==> config.mk <==
export PLATFORM = sky130hd
export DESIGN_NAME = dsa_control_fsm_simd_pipe
export DESIGN_NICKNAME = d
export VERILOG_FILES = /design/src/rtl/dsa_control_fsm_simd_pipe.sv
export SDC_FILE = /design/constraint.sdc
export NUM_CORES = 1
export LEC_CHECK = 0
export ABC_AREA = 1
export CAP_MARGIN = 5
export CORE_ASPECT_RATIO = 1.5
export CORE_MARGIN = 4
export CORE_UTILIZATION = 50
export DETAILED_ROUTE_END_ITERATION = 12
export DONT_BUFFER_PORTS = 1
export HOLD_SLACK_MARGIN = 0.06
export PLACE_DENSITY = 0.76
export SLEW_MARGIN = 15
export SYNTH_ARGS = -nofsm -noshare
export SYNTH_HDL_FRONTEND = slang
export SYNTH_SLANG_ARGS = --single-unit
==> constraint.sdc <==
create_clock -name clk -period 9.6 [get_ports clk]
set_clock_uncertainty 0.15 [all_clocks]
set_input_delay 1.44 -clock clk [delete_from_list [all_inputs] [get_ports clk]]
set_output_delay 1.44 -clock clk [all_outputs]
set_load 0.01 [all_outputs]
==> src/rtl/dsa_control_fsm_simd_pipe.sv <==
// SIMD group sequencer for the bilinear DSA: masked row tails, write backpressure, abort.
// Define DSA_PREFETCH_EN to overlap the fetch of group n+1 with dp/write of group n.
module dsa_control_fsm_simd_pipe #(
    parameter int SIMD_WIDTH     = 4,
    parameter int IMG_WIDTH_MAX  = 512,
    parameter int IMG_HEIGHT_MAX = 512
) (
    input  logic                  clk,
    input  logic                  rst,
    input  logic                  enable,
    input  logic                  abort,
    input  logic [15:0]           img_width_out,
    input  logic [15:0]           img_height_out,
    output logic                  fetch_req,
    output logic [15:0]           fetch_x,
    output logic [15:0]           fetch_y,
    input  logic                  fetch_done,
    output logic                  dp_start,
    input  logic                  dp_done,
    output logic                  wr_req,
    input  logic                  wr_ready,
    output logic [SIMD_WIDTH-1:0] lane_mask,
    output logic [15:0]           current_x,
    output logic [15:0]           current_y,
    output logic                  busy,
    output logic                  ready,
    output logic                  err
);
    localparam int          SW_LOG = $clog2(SIMD_WIDTH);
    localparam logic [16:0] STEP   = 17'(SIMD_WIDTH);
    localparam logic [31:0] ROUND  = 32'(SIMD_WIDTH - 1);
    localparam logic [15:0] W_MAX  = 16'(IMG_WIDTH_MAX);
    localparam logic [15:0] H_MAX  = 16'(IMG_HEIGHT_MAX);

    typedef enum logic [1:0] {IDLE, RUN, DONE, ERROR} state_t;

    typedef struct packed {
        logic                  fetch_req;
        logic [15:0]           fetch_x;
        logic [15:0]           fetch_y;
        logic                  dp_start;
        logic                  wr_req;
        logic [SIMD_WIDTH-1:0] lane_mask;
        logic [15:0]           current_x;
        logic [15:0]           current_y;
        logic [15:0]           w;
        logic [15:0]           buf_x;
        logic [15:0]           buf_y;
        logic [31:0]           total;
        logic [31:0]           issued;
        logic [31:0]           written;
        logic                  fetch_out;
        logic                  fbuf_full;
        logic                  dp_busy;
    } ctl_t;

    state_t state, state_nxt;
    ctl_t   r, n;

    logic        dims_bad, fd, dd, hs, last_hs, launch, issue, issue_ok;
    logic [31:0] total_in;
    logic [15:0] src_x, src_y;
    logic [16:0] fx_step;
    logic [SIMD_WIDTH-1:0] mask_nxt;

    assign dims_bad = (img_width_out == 16'd0) || (img_width_out > W_MAX) ||
                      (img_height_out == 16'd0) || (img_height_out > H_MAX);
    assign total_in = ((32'(img_width_out) + ROUND) >> SW_LOG) * 32'(img_height_out);

    assign fd      = (state == RUN) && fetch_done && r.fetch_out;
    assign dd      = (state == RUN) && dp_done && r.dp_busy;
    assign hs      = r.wr_req && wr_ready;
    assign last_hs = hs && (r.written + 32'd1 == r.total);
    // An empty buffer lets a returning group go straight to the datapath.
    assign launch  = (state == RUN) && (r.fbuf_full || fd) && !r.dp_busy && !r.wr_req;
    assign src_x   = r.fbuf_full ? r.buf_x : r.fetch_x;
    assign src_y   = r.fbuf_full ? r.buf_y : r.fetch_y;
    assign fx_step = 17'(r.fetch_x) + STEP;
`ifdef DSA_PREFETCH_EN
    assign issue_ok = 1'b1;
`else
    assign issue_ok = !r.dp_busy && !r.wr_req;
`endif
    assign issue = (state == RUN) && !r.fetch_out && !r.fbuf_full && issue_ok &&
                   (r.issued < r.total);

    always_comb begin
        mask_nxt = '0;
        for (int i = 0; i < SIMD_WIDTH; i++)
            mask_nxt[i] = (17'(src_x) + 17'(i)) < 17'(r.w);
    end

    always_ff @(posedge clk or posedge rst) begin
        if (rst) state <= IDLE;
        else     state <= state_nxt;
    end

    always_comb begin
        state_nxt = state;
        case (state)
            IDLE:        if (enable) state_nxt = dims_bad ? ERROR : RUN;
            RUN:         if (abort) state_nxt = IDLE;
                         else if (last_hs) state_nxt = DONE;
            DONE, ERROR: if (!enable) state_nxt = IDLE;
            default:     state_nxt = IDLE;
        endcase
    end

    always_comb begin
        n = r;
        n.fetch_req = 1'b0;
        n.dp_start  = 1'b0;
        if (state != RUN || abort) begin
            n = '0;
            if (state == IDLE && enable && !dims_bad) begin
                n.w         = img_width_out;
                n.total     = total_in;
                n.fetch_req = 1'b1;
                n.fetch_out = 1'b1;
                n.issued    = 32'd1;
            end
        end else begin
            if (issue) begin
                n.fetch_req = 1'b1;
                n.fetch_out = 1'b1;
                n.issued    = r.issued + 32'd1;
            end
            if (fd) begin
                n.fetch_out = 1'b0;
                n.buf_x     = r.fetch_x;
                n.buf_y     = r.fetch_y;
                if (fx_step < 17'(r.w)) n.fetch_x = fx_step[15:0];
                else begin
                    n.fetch_x = '0;
                    n.fetch_y = r.fetch_y + 16'd1;
                end
            end
            // Buffer ends full if it refills, or if it was full and nothing drained it.
            n.fbuf_full = fd ? (r.fbuf_full || !launch) : (r.fbuf_full && !launch);
            if (launch) begin
                n.dp_start  = 1'b1;
                n.dp_busy   = 1'b1;
                n.current_x = src_x;
                n.current_y = src_y;
                n.lane_mask = mask_nxt;
            end
            if (dd) begin
                n.dp_busy = 1'b0;
                n.wr_req  = 1'b1;
            end
            if (hs) begin
                n.wr_req  = 1'b0;
                n.written = r.written + 32'd1;
            end
        end
    end

    always_ff @(posedge clk or posedge rst) begin
        if (rst) r <= '0;
        else     r <= n;
    end

    assign fetch_req = r.fetch_req;
    assign fetch_x   = r.fetch_x;
    assign fetch_y   = r.fetch_y;
    assign dp_start  = r.dp_start;
    assign wr_req    = r.wr_req;
    assign lane_mask = r.lane_mask;
    assign current_x = r.current_x;
    assign current_y = r.current_y;
    assign busy      = (state == RUN);
    assign ready     = (state == DONE);
    assign err       = (state == ERROR);
endmodule

======== Word level (Yosys, flattened, before mapping) ========
Cells that the tools add are included.
operators by class
  add/subtract/negate cells ............... 8
  multiply operators ...................... 1
  order comparisons ....................... 8
  equal/unequal tests ..................... 9
  multiplexer cells ....................... 30
  reduce and logical (&&, ||, !) cells .... 42
operators by type and width
  cell                                                  count
  2-to-1 mux 32 bit                                     5
  2-to-1 mux 16 bit                                     5
  2-to-1 mux 71 bit                                     1
  less-than comparator 17 x 16 -> 1 bit                 4
  2-to-1 mux 67 bit                                     1
  adder 32 x 1 -> 32 bit, second input constant         2
  2-to-1 mux 63 bit                                     1
  adder 16 x 2 -> 17 bit, second input constant         3
  2-to-1 mux 36 bit                                     1
  equality test 32 bit                                  1
  > comparator 16 x 10 -> 1 bit, second input constant  2
  zero test 16 bit                                      2
  less-than comparator 32 bit                           1
  multiplier 15 x 16 -> 31 bit                          1
  adder 16 x 1 -> 17 bit, second input constant         1
  adder 16 x 3 -> 17 bit, second input constant         1
  logical AND 1 bit                                     17
  adder 16 x 1 -> 16 bit, second input constant         1
  less-than comparator 16 bit                           1
  2-to-1 mux 1 bit                                      10
  2-to-1 mux 2 bit                                      5
  nonzero test 3 bit                                    3
  nonzero test 2 bit                                    4
  zero test 1 bit                                       6
  other kinds (11)                                      19
storage, ports and cells
  register bits ........................... 220
  input bits .............................. 39
  word-level logic and storage cells ...... 116

======== Logic depth before layout (Yosys ltp) ========
  depth in word-level cells ............... 11
  mapped depth ............................ 38
  gate-level depth less buffers ........... 37

======== Least setup slack after synthesis ========
OpenSTA, ideal clock, no wires.
  path type ............................... input to register
  start ................................... in img_width_out[3]
  end ..................................... reg r[92] in the netlist's numbering
  library setup time ...................... 0.131 ns
  data arrival time ....................... 7.381 ns
  required time ........................... 9.319 ns
  path slack .............................. 1.938 ns
  stages on the path ...................... 34
  path buffers ............................ 1
  cells stage by stage .................... inv_1 nor2_2 nand2_2 nor2_4 nand2_2 nor2_4 nand2_4 nor2_8 nand4_4 nor2_4 nand2_4 nor2_8 inv_6 nand2_2 buf_6 nor2_2 fa_1 fa_1 fa_1 fa_1 fa_1 inv_1 fa_1 inv_1 ha_1 nand2_1 inv_1 a21oi_1 o21ai_0 nand2_1 nand3_1 or2_2 nand3_1 o21ai_0
between the ends
  word-level cells in the longest chain between the ends .. 7
ends and longest elaborated chain
  item                                                                                  RTL line  text
  start, declared                                                                       12        input logic [15:0] img_width_out,
  parallel branches: the longest is 6 deep, another holds multiplier 15 x 16 -> 31 bit  -
  2-to-1 mux 63 bit (*)                                                                 115       if (state == IDLE && enable && !dims_bad) begin
  end signal, assigned                                                                  160       else r <= n;
  end, declared                                                                         58        ctl_t r, n;
Mark *: on every way between the ends.
A chain may end at the register's enable or synchronous reset.

======== Final worst setup path ========
  start ................................... in img_width_out[3]
  end ..................................... reg r[90] in the netlist's numbering
The elaborated chain is that of the path after synthesis.

==> impl_results.md <==
- Synth top cells by count: 605 x nand2_1, 452 x inv_1, 295 x nor2_1, 214 x dfrtp_1
- P_int: 2.74 mW
- R2R Path End: fetch_y[10]$_DFFE_PP0P_
- ANT cells: 0
- TritonCTS buffer count: 21
- Logic pwr share: roughly two thirds
- M1 GR Usage: around 28%
- Crit. Startpoint: img_width_out[3]
- Type of the most critical hold path: reg -> reg
- Num ports: about 110
- Most Crowded Layer GR: met2
- Switching Share: between 50% and 60%
- Worst R2R Start: fetch_x[3]$_DFFE_PP0P_
- Syn Area/Cell: ~7.6 sq um
- Synth warn: 0
- Critical path data required time: between 9000 and 10000 ps
- Final nets: between 3000 and 4000
- Final setup fails: 0
- Count leader, synth: nand2_1
- Max FO, Critical Path: 11
- Die X: about 180 microns
- H-tree levels: 1
- CTS tree: built
- Share of layout cells above drive strength 1: under 10%
- Via count: 19293
- Post-synth EDFFs: 0
- Post-CTS setup buffers: 0
- Clk pwr share: between 10% and 20%
- Sequential-to-total area share from yosys stat: between 20% and 30%
- CTS clk-pin slew, worst paths: roughly 60 ps
- HPWL Detailed: around 54000 microns
- Status: complete, no violations
- Worst hold start: r[102]$_DFFE_PP0P_
- Hold depth: 2
- Register share of total power: 16.6%
- R2R cell count: 21
- Vias in the first global route: just over 20000
- Top delay family on crit path: adder cells
- Initial DRC Count: between 1000 and 1500
- Clk root buf: clkbuf_16
- M3 GR Usage: ~4.1%
- Pre-CTS setup slack: between 1000 and 1500 ps
- Area growth, synth to finish: 3.13%
- Buffers on Ports: 0
- Post-route ant nets: 0
- RSZ-0062 raised after global routing: no
- Total Die Area: 0.0476 sq mm
- Slew Limit Fails: 0
- P_sw: approximately 2.8 mW
- Peak VDD IR: between 0.2 and 0.25 mV
- FFs w/ async S/R, synth: between 90% and 100%
- Top-area cell type share of the netlist area: between 20% and 30%
- Via/cell ratio: 5.72
- Post-route clock period utilization: between 80% and 90%
- GRT overflow: 0
- Clock Tree Buf Depth: 3
- Most common flop cell mapped by yosys: dfrtp_1
- Clock sink total: 214
- Largest net degree at the start of global routing: 148
- WP data arrival: 8370 ps
- Post-route cell area: approximately 0.023 sq mm
- LEAKAGE: 10.9 nW
- Crit path kind: in -> reg
- #FFs+latches synth: roughly 210
- Min Hold Slack: approximately 340 ps
- WP buf/inv: 7
- Syn Inst Count: between 2000 and 3000
- WL final: 67200 microns
- Cell Area, Placed: approximately 0.022 sq mm
- Met2 usage: between 50 and 60%
- Pwr Density: between 200 and 250 mW/mm^2
- Initial antenna violation count: 1
- Post-route setup slack: 1470 ps
- Number of hold buffers added after CTS: 0
- Total GRT Usage: between 20% and 30%
- Hold Violations, Final: 0
- Worst slew margin: approximately a quarter
- Die height: roughly 270 microns
- Fmax: between 100 and 150 MHz
- CP dominant cell by count: fa_1
- Max incr delay on CP: around 560 ps
- Worst-Margin Slew: 1120 ps
- Cts repair resizes: 0
- Cell Area, Synth: about 0.022 sq mm
- Netlist cell types: around 50
- Routability cong.: between 1 and 1.5
- Hold EP: r[102]$_DFFE_PP0P_
- Setup_tns: 0 ps
- Worst-Skew Late Latency: approximately 530 ps
- Critical-path top delay cell: fa_1
- Std cell rows: 94
- Crit path launch type: input pin
- Initial Utilization: between 50% and 60%
- # DRC: 0
- Core Box Area: 0.0438 sq mm
- Reg-to-reg slack, setup: between 5000 and 6000 ps
- Post-layout min period: around 8100 ps
- Synth top area cells: dfrtp_1 24%, fa_1 16%, ha_1 10%
- Initial DRT Pass Iterations: 8
- Max-Cap Viols: 0
- Synth area leader: dfrtp_1
- Wire length per cell: roughly 20 microns
- First-pass GRT wire length: about 110000 microns
- CP endpoint kind: flip-flop
-- layout make-up --
type | instances | area (sq um)
sequential | 214 | 5360
clock inverter | 10 | 135
clock buffer | 27 | 588
timing repair buffer | 12 | 90.1
tap | 576 | 721
fill | 4242 | 21000
inverter | 465 | 1760
multi-input combinational | 2067 | 14100
-- through the flow --
step	power, mW	utilization, %	cells
after CTS	5.53	52.0	3371
after detailed placement	4.61	50.3	3334
final	5.54	52.0	3371
after global routing	6.08	52.0	3371
after floorplan	3.71	-	2901
after global placement	4.55	50.3	3334
-- worst register-to-register path, delay by kind of cell, from the launching register on --
kind,cells,cell delay (ps)
flip-flops,1,480
AND/OR/NAND/NOR,12,2140
XOR/XNOR,1,150
AO/OA/AOI/OAI,2,570
buffers and inverters,4,300
adder cells (fa/ha/maj),2,510
-- routing by layer --
layer / share of wire [%] / up-vias / wire length, microns
li1: - / 8980 / -
met1: 34 / 9364 / 22600
met2: 53 / 707 / 35400
met3: 5.6 / 240 / 3800
met4: 8.0 / 2 / 5400
met5: 0.010 / - / 7
-- cell usage in the layout, fill, tap and decap left out, types with 7 or more instances in the layout --
| master | instances |
|---|---|
| a21oi_1 | 79 |
| buf_4 | 12 |
| clkbuf_16 | 21 |
| dfrtp_1 | 214 |
| fa_1 | 180 |
| ha_1 | 182 |
| inv_1 | 451 |
| nand2_1 | 605 |
| nand3_1 | 196 |
| nand3b_1 | 7 |
| nand4_1 | 40 |
| nor2_1 | 294 |
| nor2_2 | 16 |
| nor2_4 | 7 |
| nor3_1 | 28 |
| nor4_1 | 17 |
| o21ai_0 | 196 |
| o21bai_1 | 7 |
| o22ai_1 | 49 |
| o31ai_1 | 27 |
| or2_2 | 15 |
| xnor2_1 | 23 |
| xor2_1 | 46 |
-- power groups by stage --
stage | registers (mW) | logic, mW | clock network, mW
floorplan | 0.935 | 2.78 | 0
global placement | 0.937 | 3.62 | 0
detailed placement | 0.938 | 3.67 | 0
CTS | 0.921 | 3.70 | 0.902
global route | 0.922 | 4.22 | 0.937
finish | 0.921 | 3.73 | 0.893
-- cell families (layout without fill, tap and decap cells) --
family / count (synthesis) / in the layout / synth area share (%)
AOI/OAI and AO/OA: 390 / 390 / 9.92
other: 1 / 2 / 0.0170
buffers and inverters: 620 / 514 / 11.9
DFF: 214 / 214 / 24.3
adders and majority gates: 362 / 362 / 26.7
muxes: 5 / 5 / 0.227
and+or+nand+nor: 1237 / 1237 / 24.1
xor gates and xnor gates: 71 / 71 / 2.95
-- registers in the layout, summed over array words and instances, names as in the netlist --
register	count
fetch_x	14
state	2
fetch_req	1
current_x	15
dp_start	1
wr_req	1
fetch_y	16
current_y	16
lane_mask	4
r	144
-- worst max path at each step --
| stage | to | slack (ps) | cells past startpoint |
|---|---|---|---|
| 6_report | r[90]$_DFFE_PP0N_ | 1470 | 34 |
| 5_1_grt | r[90]$_DFFE_PP0N_ | 1120 | 34 |
| 4_1_cts | r[90]$_DFFE_PP0N_ | 1570 | 34 |
| 3_5_place_dp | r[90]$_DFFE_PP0N_ | 1030 | 34 |
| 3_3_place_gp | r[97]$_DFFE_PP0N_ | 1190 | 37 |
| 2_1_floorplan | r[92]$_DFFE_PP0N_ | 1940 | 34 |
Note: power is estimated with default switching activity, not from simulation.
